===== src/rtl/framebuffer_scanout.sv =====
// rtl/framebuffer_scanout.sv - raster-order framebuffer read master with credit-limited pixel FIFO
module framebuffer_scanout #(
  parameter int WIDTH      = 9,
  parameter int DEPTH      = 2048,
  parameter int LINE_WIDTH = 64,
  parameter int FIFO_DEPTH = 4
) (
  input  logic                     clk,
  input  logic                     reset_n,
  input  logic                     enable,
  output logic [$clog2(DEPTH)-1:0] fbAddress,
  output logic                     fbWriteEnable,
  input  logic [WIDTH-1:0]         fbDataIn,
  output logic [WIDTH-1:0]         pixelData,
  output logic                     pixelValid,
  input  logic                     pixelReady,
  output logic                     pixelFirst,
  output logic                     pixelLineEnd,
  output logic                     frameDone,
  output logic                     busy
);

  localparam int AW   = $clog2(DEPTH);
  localparam int PW   = $clog2(FIFO_DEPTH);
  localparam int CNTW = PW + 1;
  localparam int COLW = (LINE_WIDTH > 1) ? $clog2(LINE_WIDTH) : 1;
  localparam int EW   = WIDTH + 3;

  typedef enum logic [1:0] {IDLE, FETCH, DRAIN} state_e;

  state_e            state_q, state_d;
  logic [AW-1:0]     address_q, address_d;
  logic [COLW-1:0]   col_q, col_d;
  logic              inflight_q, inflight_d;
  logic              infl_first_q, infl_first_d;
  logic              infl_line_end_q, infl_line_end_d;
  logic              infl_last_q, infl_last_d;
  logic [PW-1:0]     wr_ptr_q, wr_ptr_d;
  logic [PW-1:0]     rd_ptr_q, rd_ptr_d;
  logic [CNTW-1:0]   count_q, count_d;
  logic [EW-1:0]     fifo_mem_q [FIFO_DEPTH];

  logic              fifo_empty;
  logic              push;
  logic              pop;
  logic [EW-1:0]     head;
  logic [EW-1:0]     push_entry;
  logic [CNTW-1:0]   credit_used;
  logic              credit_ok;
  logic              last_addr;
  logic              col_end;
  logic              issue;

  assign fifo_empty  = (count_q == '0);
  assign pop         = !fifo_empty && pixelReady;
  assign push        = inflight_q;
  assign head        = fifo_mem_q[rd_ptr_q];
  assign push_entry  = {infl_last_q, infl_line_end_q, infl_first_q, fbDataIn};
  // Credit counts post-pop occupancy plus the read still in the RAM pipeline.
  assign credit_used = count_q - CNTW'(pop) + CNTW'(inflight_q);
  assign credit_ok   = credit_used < CNTW'(FIFO_DEPTH);
  assign last_addr   = (address_q == AW'(DEPTH - 1));
  assign col_end     = (col_q == COLW'(LINE_WIDTH - 1));

  always_ff @(posedge clk or negedge reset_n) begin
    if (!reset_n) begin
      state_q <= IDLE;
    end else begin
      state_q <= state_d;
    end
  end

  always_comb begin
    state_d = state_q;
    case (state_q)
      IDLE:    if (enable) state_d = FETCH;
      FETCH:   if (issue && last_addr) state_d = enable ? FETCH : DRAIN;
      DRAIN:   if (fifo_empty && !inflight_q) state_d = IDLE;
      default: state_d = IDLE;
    endcase
  end

  // The IDLE cycle that sees enable already issues address 0.
  always_comb begin
    issue = 1'b0;
    busy  = 1'b0;
    case (state_q)
      IDLE:  issue = enable && credit_ok;
      FETCH: begin
        issue = credit_ok;
        busy  = 1'b1;
      end
      DRAIN: busy = 1'b1;
      default: begin
        issue = 1'b0;
        busy  = 1'b0;
      end
    endcase
  end

  always_comb begin
    address_d       = address_q;
    col_d           = col_q;
    inflight_d      = issue;
    infl_first_d    = (address_q == '0);
    infl_line_end_d = col_end;
    infl_last_d     = last_addr;
    if (issue) begin
      address_d = last_addr ? '0 : address_q + 1'b1;
      col_d     = (last_addr || col_end) ? '0 : col_q + 1'b1;
    end
    wr_ptr_d = push ? wr_ptr_q + 1'b1 : wr_ptr_q;
    rd_ptr_d = pop ? rd_ptr_q + 1'b1 : rd_ptr_q;
    count_d  = count_q + CNTW'(push) - CNTW'(pop);
  end

  always_ff @(posedge clk or negedge reset_n) begin
    if (!reset_n) begin
      address_q       <= '0;
      col_q           <= '0;
      inflight_q      <= 1'b0;
      infl_first_q    <= 1'b0;
      infl_line_end_q <= 1'b0;
      infl_last_q     <= 1'b0;
      wr_ptr_q        <= '0;
      rd_ptr_q        <= '0;
      count_q         <= '0;
      for (int i = 0; i < FIFO_DEPTH; i++) fifo_mem_q[i] <= '0;
    end else begin
      address_q       <= address_d;
      col_q           <= col_d;
      inflight_q      <= inflight_d;
      infl_first_q    <= infl_first_d;
      infl_line_end_q <= infl_line_end_d;
      infl_last_q     <= infl_last_d;
      wr_ptr_q        <= wr_ptr_d;
      rd_ptr_q        <= rd_ptr_d;
      count_q         <= count_d;
      if (push) fifo_mem_q[wr_ptr_q] <= push_entry;
    end
  end

  assign fbAddress     = address_q;
  assign fbWriteEnable = 1'b0;
  assign pixelValid    = !fifo_empty;
  assign pixelData     = fifo_empty ? '0 : head[WIDTH-1:0];
  assign pixelFirst    = !fifo_empty && head[WIDTH];
  assign pixelLineEnd  = !fifo_empty && head[WIDTH+1];
  assign frameDone     = pop && head[WIDTH+2];

endmodule


===== config.mk =====
export PLATFORM = sky130hd
export DESIGN_NAME = framebuffer_scanout
export DESIGN_NICKNAME = d
export VERILOG_FILES = /design/src/rtl/framebuffer_scanout.sv
export SDC_FILE = /design/constraint.sdc
export NUM_CORES = 1
export LEC_CHECK = 0
export BUFFER_PORTS_ARGS = -buffer_cell sky130_fd_sc_hd__clkbuf_2
export CORE_MARGIN = 3
export CORE_UTILIZATION = 55
export DETAILED_ROUTE_END_ITERATION = 10
export HOLD_SLACK_MARGIN = 0.05
export PLACE_DENSITY = 0.84
export SLEW_MARGIN = 40
export SYNTH_ARGS = -nofsm -noshare
export SYNTH_HDL_FRONTEND = slang
export SYNTH_SLANG_ARGS = --single-unit

===== constraint.sdc =====
create_clock -name clk -period 7.1 [get_ports clk]
set_input_delay 0 -clock clk [delete_from_list [all_inputs] [get_ports clk]]
set_output_delay 0 -clock clk [all_outputs]
set_load 0.01 [all_outputs]

==> results_dict.tcl <==
set metrics [dict create \
    crit_slowest_cell "or3_1" \
    syn_to_final_growth_pct 14.42 \
    ctsHtreeMaxLevel 3 \
    grt_max_degree 79 \
    antenna_left 0 \
    cts_root_buffer "clkbuf_8" \
    slew_violations 0 \
    synth-seq-cells 78 \
    power.density_nw_per_um2 445.8 \
    die_w_um 88.08 \
    die_area_sq_um 7757 \
    nets 350 \
    synth_fa_ha_area_share_pct 4.593 \
    gp_congestion 0.8239 \
    ff_latch_area_sq_um 1953 \
    leakagePower_nw 1.998 \
    nFillCells 465 \
    viasPerCell 5.552 \
    max_freq_mhz 268.2 \
    ys_seq_area_share_pct 52.68 \
    diodes 0 \
    syn_area_sq_um 3705 \
    coreArea_sq_um 6422 \
    path_cells "or3_1, and2_1, ha_1, inv_1, ha_1, fa_1, xnor3_1, or2_1, clkinv_2, nand4_4, nor3_2, xor2_1" \
    worst-path-buf-inv 2 \
    clk_pin_slew_ns 0.08 \
    drive_above_1_share_pct 37.39 \
    max-slew-margin-rel_pct 54.56 \
    multi_input_area_sq_um 1638 \
    cap_violations 0 \
    start_kind "flip-flop" \
    num_vias 2254 \
    crit_fanout 15 \
    finClkSkew_ns 0.01086 \
    synth_top_family_by_area "multiplexers" \
    grt_pass1_wl_um 11230 \
    grt_pass1_vias 2416 \
    synthSimpleGateAreaFrac_pct 10.84 \
    synth_warnings 0 \
    cts_buffers 9 \
    crit_required_ns 7.37 \
    drt_drc_violations_left 0 \
    clkLatencyLatePin_ns 0.34 \
    hold_violations 0 \
    ios 39 \
    clk_path_buf_depth 2 \
    fin_crit_ns 3.728 \
    synth_fp_nets 302 \
    cp.arrival_ns 3.99 \
    ir_drop_v 0.0002712 \
    ys_types 45 \
    tightest_slew_ns 0.6815 \
    synthMuxAreaShare_pct 21.88 \
    grt_use_total_pct 19.14 \
    status "completed" \
    finalSetupTns_ns 0 \
    avgRoutedWirePerCell_um 15.95 \
    dr.pass1.iters 5 \
    cts_tree "yes" \
    crit_type "reg2reg" \
    utilization_pct 66.00 \
    drt_iter0_drc 75 \
    start_util_pct 57.69 \
    hpwl_um 4334 \
    synth_xor_area_share_pct 3.445 \
    antenna_found_initial 0 \
    syn_inst 276 \
    clock_sinks 78 \
    setup_viol 0 \
    port_buffers 37 \
    die-height_um 88.08 \
    worst_setup_path_end_kind "flip-flop" \
    grt-ovfl-total 0 \
    cts_resized 0 \
    cp_top_family "simple AND/OR/NAND/NOR gates" \
    min_path_type "in2async" \
    finalWirelength_um 6476 \
    fin_crit_sh_pct 52.51 \
    rows 29 \
    avgSynthCellArea_sq_um 13.42 \
    crit_path_frequent_cell "ha_1" \
    max_stage_delay_ns 0.64 \
    synth-compound-area-share_pct 3.343 \
    rsz0062_at_grt "false" \
]
power breakdown:
part | switching, W | internal [W] | leakage (nW)
clock network | 0.000153 | 0.000161 | 0.0883
registers | 0.000161 | 0.000626 | 0.962
logic | 0.000360 | 0.000429 | 0.947
per-stage QoR:
stage	hold WS [ns]	instances	total power (W)	setup slack, ns	instance area, sq um
5_1_grt	0.2852	406	0.002049	3.193	4239
2_1_floorplan	-0.2956	276	0.001408	3.950	3705
4_1_cts	0.2731	406	0.001914	3.355	4238
6_report	0.2400	406	0.001890	3.372	4239
3_3_place_gp	0.2074	378	0.001541	3.579	3924
3_5_place_dp	0.07676	378	0.001587	3.356	3928
worst paths after layout:
check,slack (ns),from,cells after the start,endpoint
worst min register to register,0.50,fifo_mem_q[23]$_DFFE_PN0P_,1,fifo_mem_q[23]$_DFFE_PN0P_
worst min-delay path,0.24,reset_n,2,fifo_mem_q[36]$_DFFE_PN0P_
min in group clk,0.41,enable,3,state_q[1]$_DFFE_PN0P_
worst max-delay path,3.37,count_q[2]$_DFF_PN0_,12,fbAddress[10]$_DFFE_PN0P_
max in group asynchronous,6.37,reset_n,2,rd_ptr_q[0]$_DFFE_PN0P_
worst max register to register,3.37,count_q[2]$_DFF_PN0_,12,fbAddress[10]$_DFFE_PN0P_
cell usage after synthesis, drive strengths merged:
library cell  count  share of area [%]
ha               12                4.1
xnor3             1               0.61
o22a              1               0.24
and4b             1               0.27
clkinv            1               0.13
o2bb2ai           2               0.47
o21ba             1               0.27
buf               5                1.0
and2             13                2.2
nor3              3               0.54
a21oi             2               0.27
a21o              1               0.20
and4              3               0.71
clkbuf            7               0.71
or2               2               0.34
nor3b             1               0.34
mux4             12                7.3
nor2              9               0.91
nand2b            2               0.34
mux2             48                 15
xor2              7                1.7
conb              1               0.10
a211oi            1               0.34
or3               2               0.47
nand3             4               0.54
o21ai            10                1.4
o21a              1               0.20
nand2            15                1.6
fa                1               0.54
nor4              3               0.68
and3              5               0.84
xnor2             5                1.2
nand4             4                1.1
dfrtp            78                 53
inv              12                1.2
flip-flops by register name, summed over array words and instances, names as in the netlist:
| signal | flops |
|---|---|
| col_q | 6 |
| count_q | 3 |
| fbAddress | 11 |
| fifo_mem_q | 48 |
| infl_first_q | 1 |
| infl_last_q | 1 |
| infl_line_end_q | 1 |
| inflight_q | 1 |
| rd_ptr_q | 2 |
| state_q | 2 |
| wr_ptr_q | 2 |
area by class of cell:
class / instances / area share [%]
Inverter: 13 / 1.181
Timing Repair Buffer: 49 / 7.349
Sequential cell: 78 / 46.07
Multi-Input combinational cell: 173 / 38.64
Clock inverter: 6 / 1.476
Clock buffer: 10 / 3.011
Tap cell: 77 / 2.273
metal layers:
| metal | GRT usage [%] | part of all wire [%] |
|---|---|---|
| met2 | 32.74 | 51 |
| met5 | 0 | 0 |
| met4 | 5.907 | 0.53 |
| met3 | 5.362 | 3.4 |
| met1 | 23.72 | 45 |
cells in the final DEF, fill, tap and decap left out, drive strengths merged, types with 2 or more instances in the layout:
| cell | n |
|---|---|
| nand2b | 2 |
| mux4 | 12 |
| ha | 12 |
| and4 | 3 |
| nor3 | 3 |
| nand3 | 4 |
| xnor2 | 5 |
| and2 | 13 |
| nand4 | 4 |
| or3 | 2 |
| nor2 | 9 |
| dfrtp | 78 |
| xor2 | 7 |
| o2bb2ai | 2 |
| o21ai | 10 |
| nand2 | 15 |
| nor4 | 3 |
| clkinv | 3 |
| inv | 12 |
| and3 | 5 |
| dlygate4sd3 | 12 |
| clkbuf | 46 |
| mux2 | 48 |
| clkinvlp | 3 |
| a21oi | 2 |
| or2 | 2 |
cell families after synthesis:
family / count (synthesis)
compound gates: 19
xor+xnor: 13
fa+ha+maj: 13
buf+inv: 25
flops: 78
mux: 60
other cells: 1
simple gates: 67
what timing repair did:
item                      in CTS  in global routing
hold endpoints to repair     117                  0
hold buffers                  12                  0
setup buffers                  0                  0
worst register-to-register path, cell delays in order (launching register included):
cell and delay, ns:
dfrtp_1 0.40, or3_1 0.64, and2_1 0.31, ha_1 0.28, inv_1 0.04, ha_1 0.18, fa_1 0.36, xnor3_1 0.41
or2_1 0.37, clkinv_2 0.19, nand4_4 0.15, nor3_2 0.18, xor2_1 0.15
No activity file was read; power rests on OpenSTA's default activity.
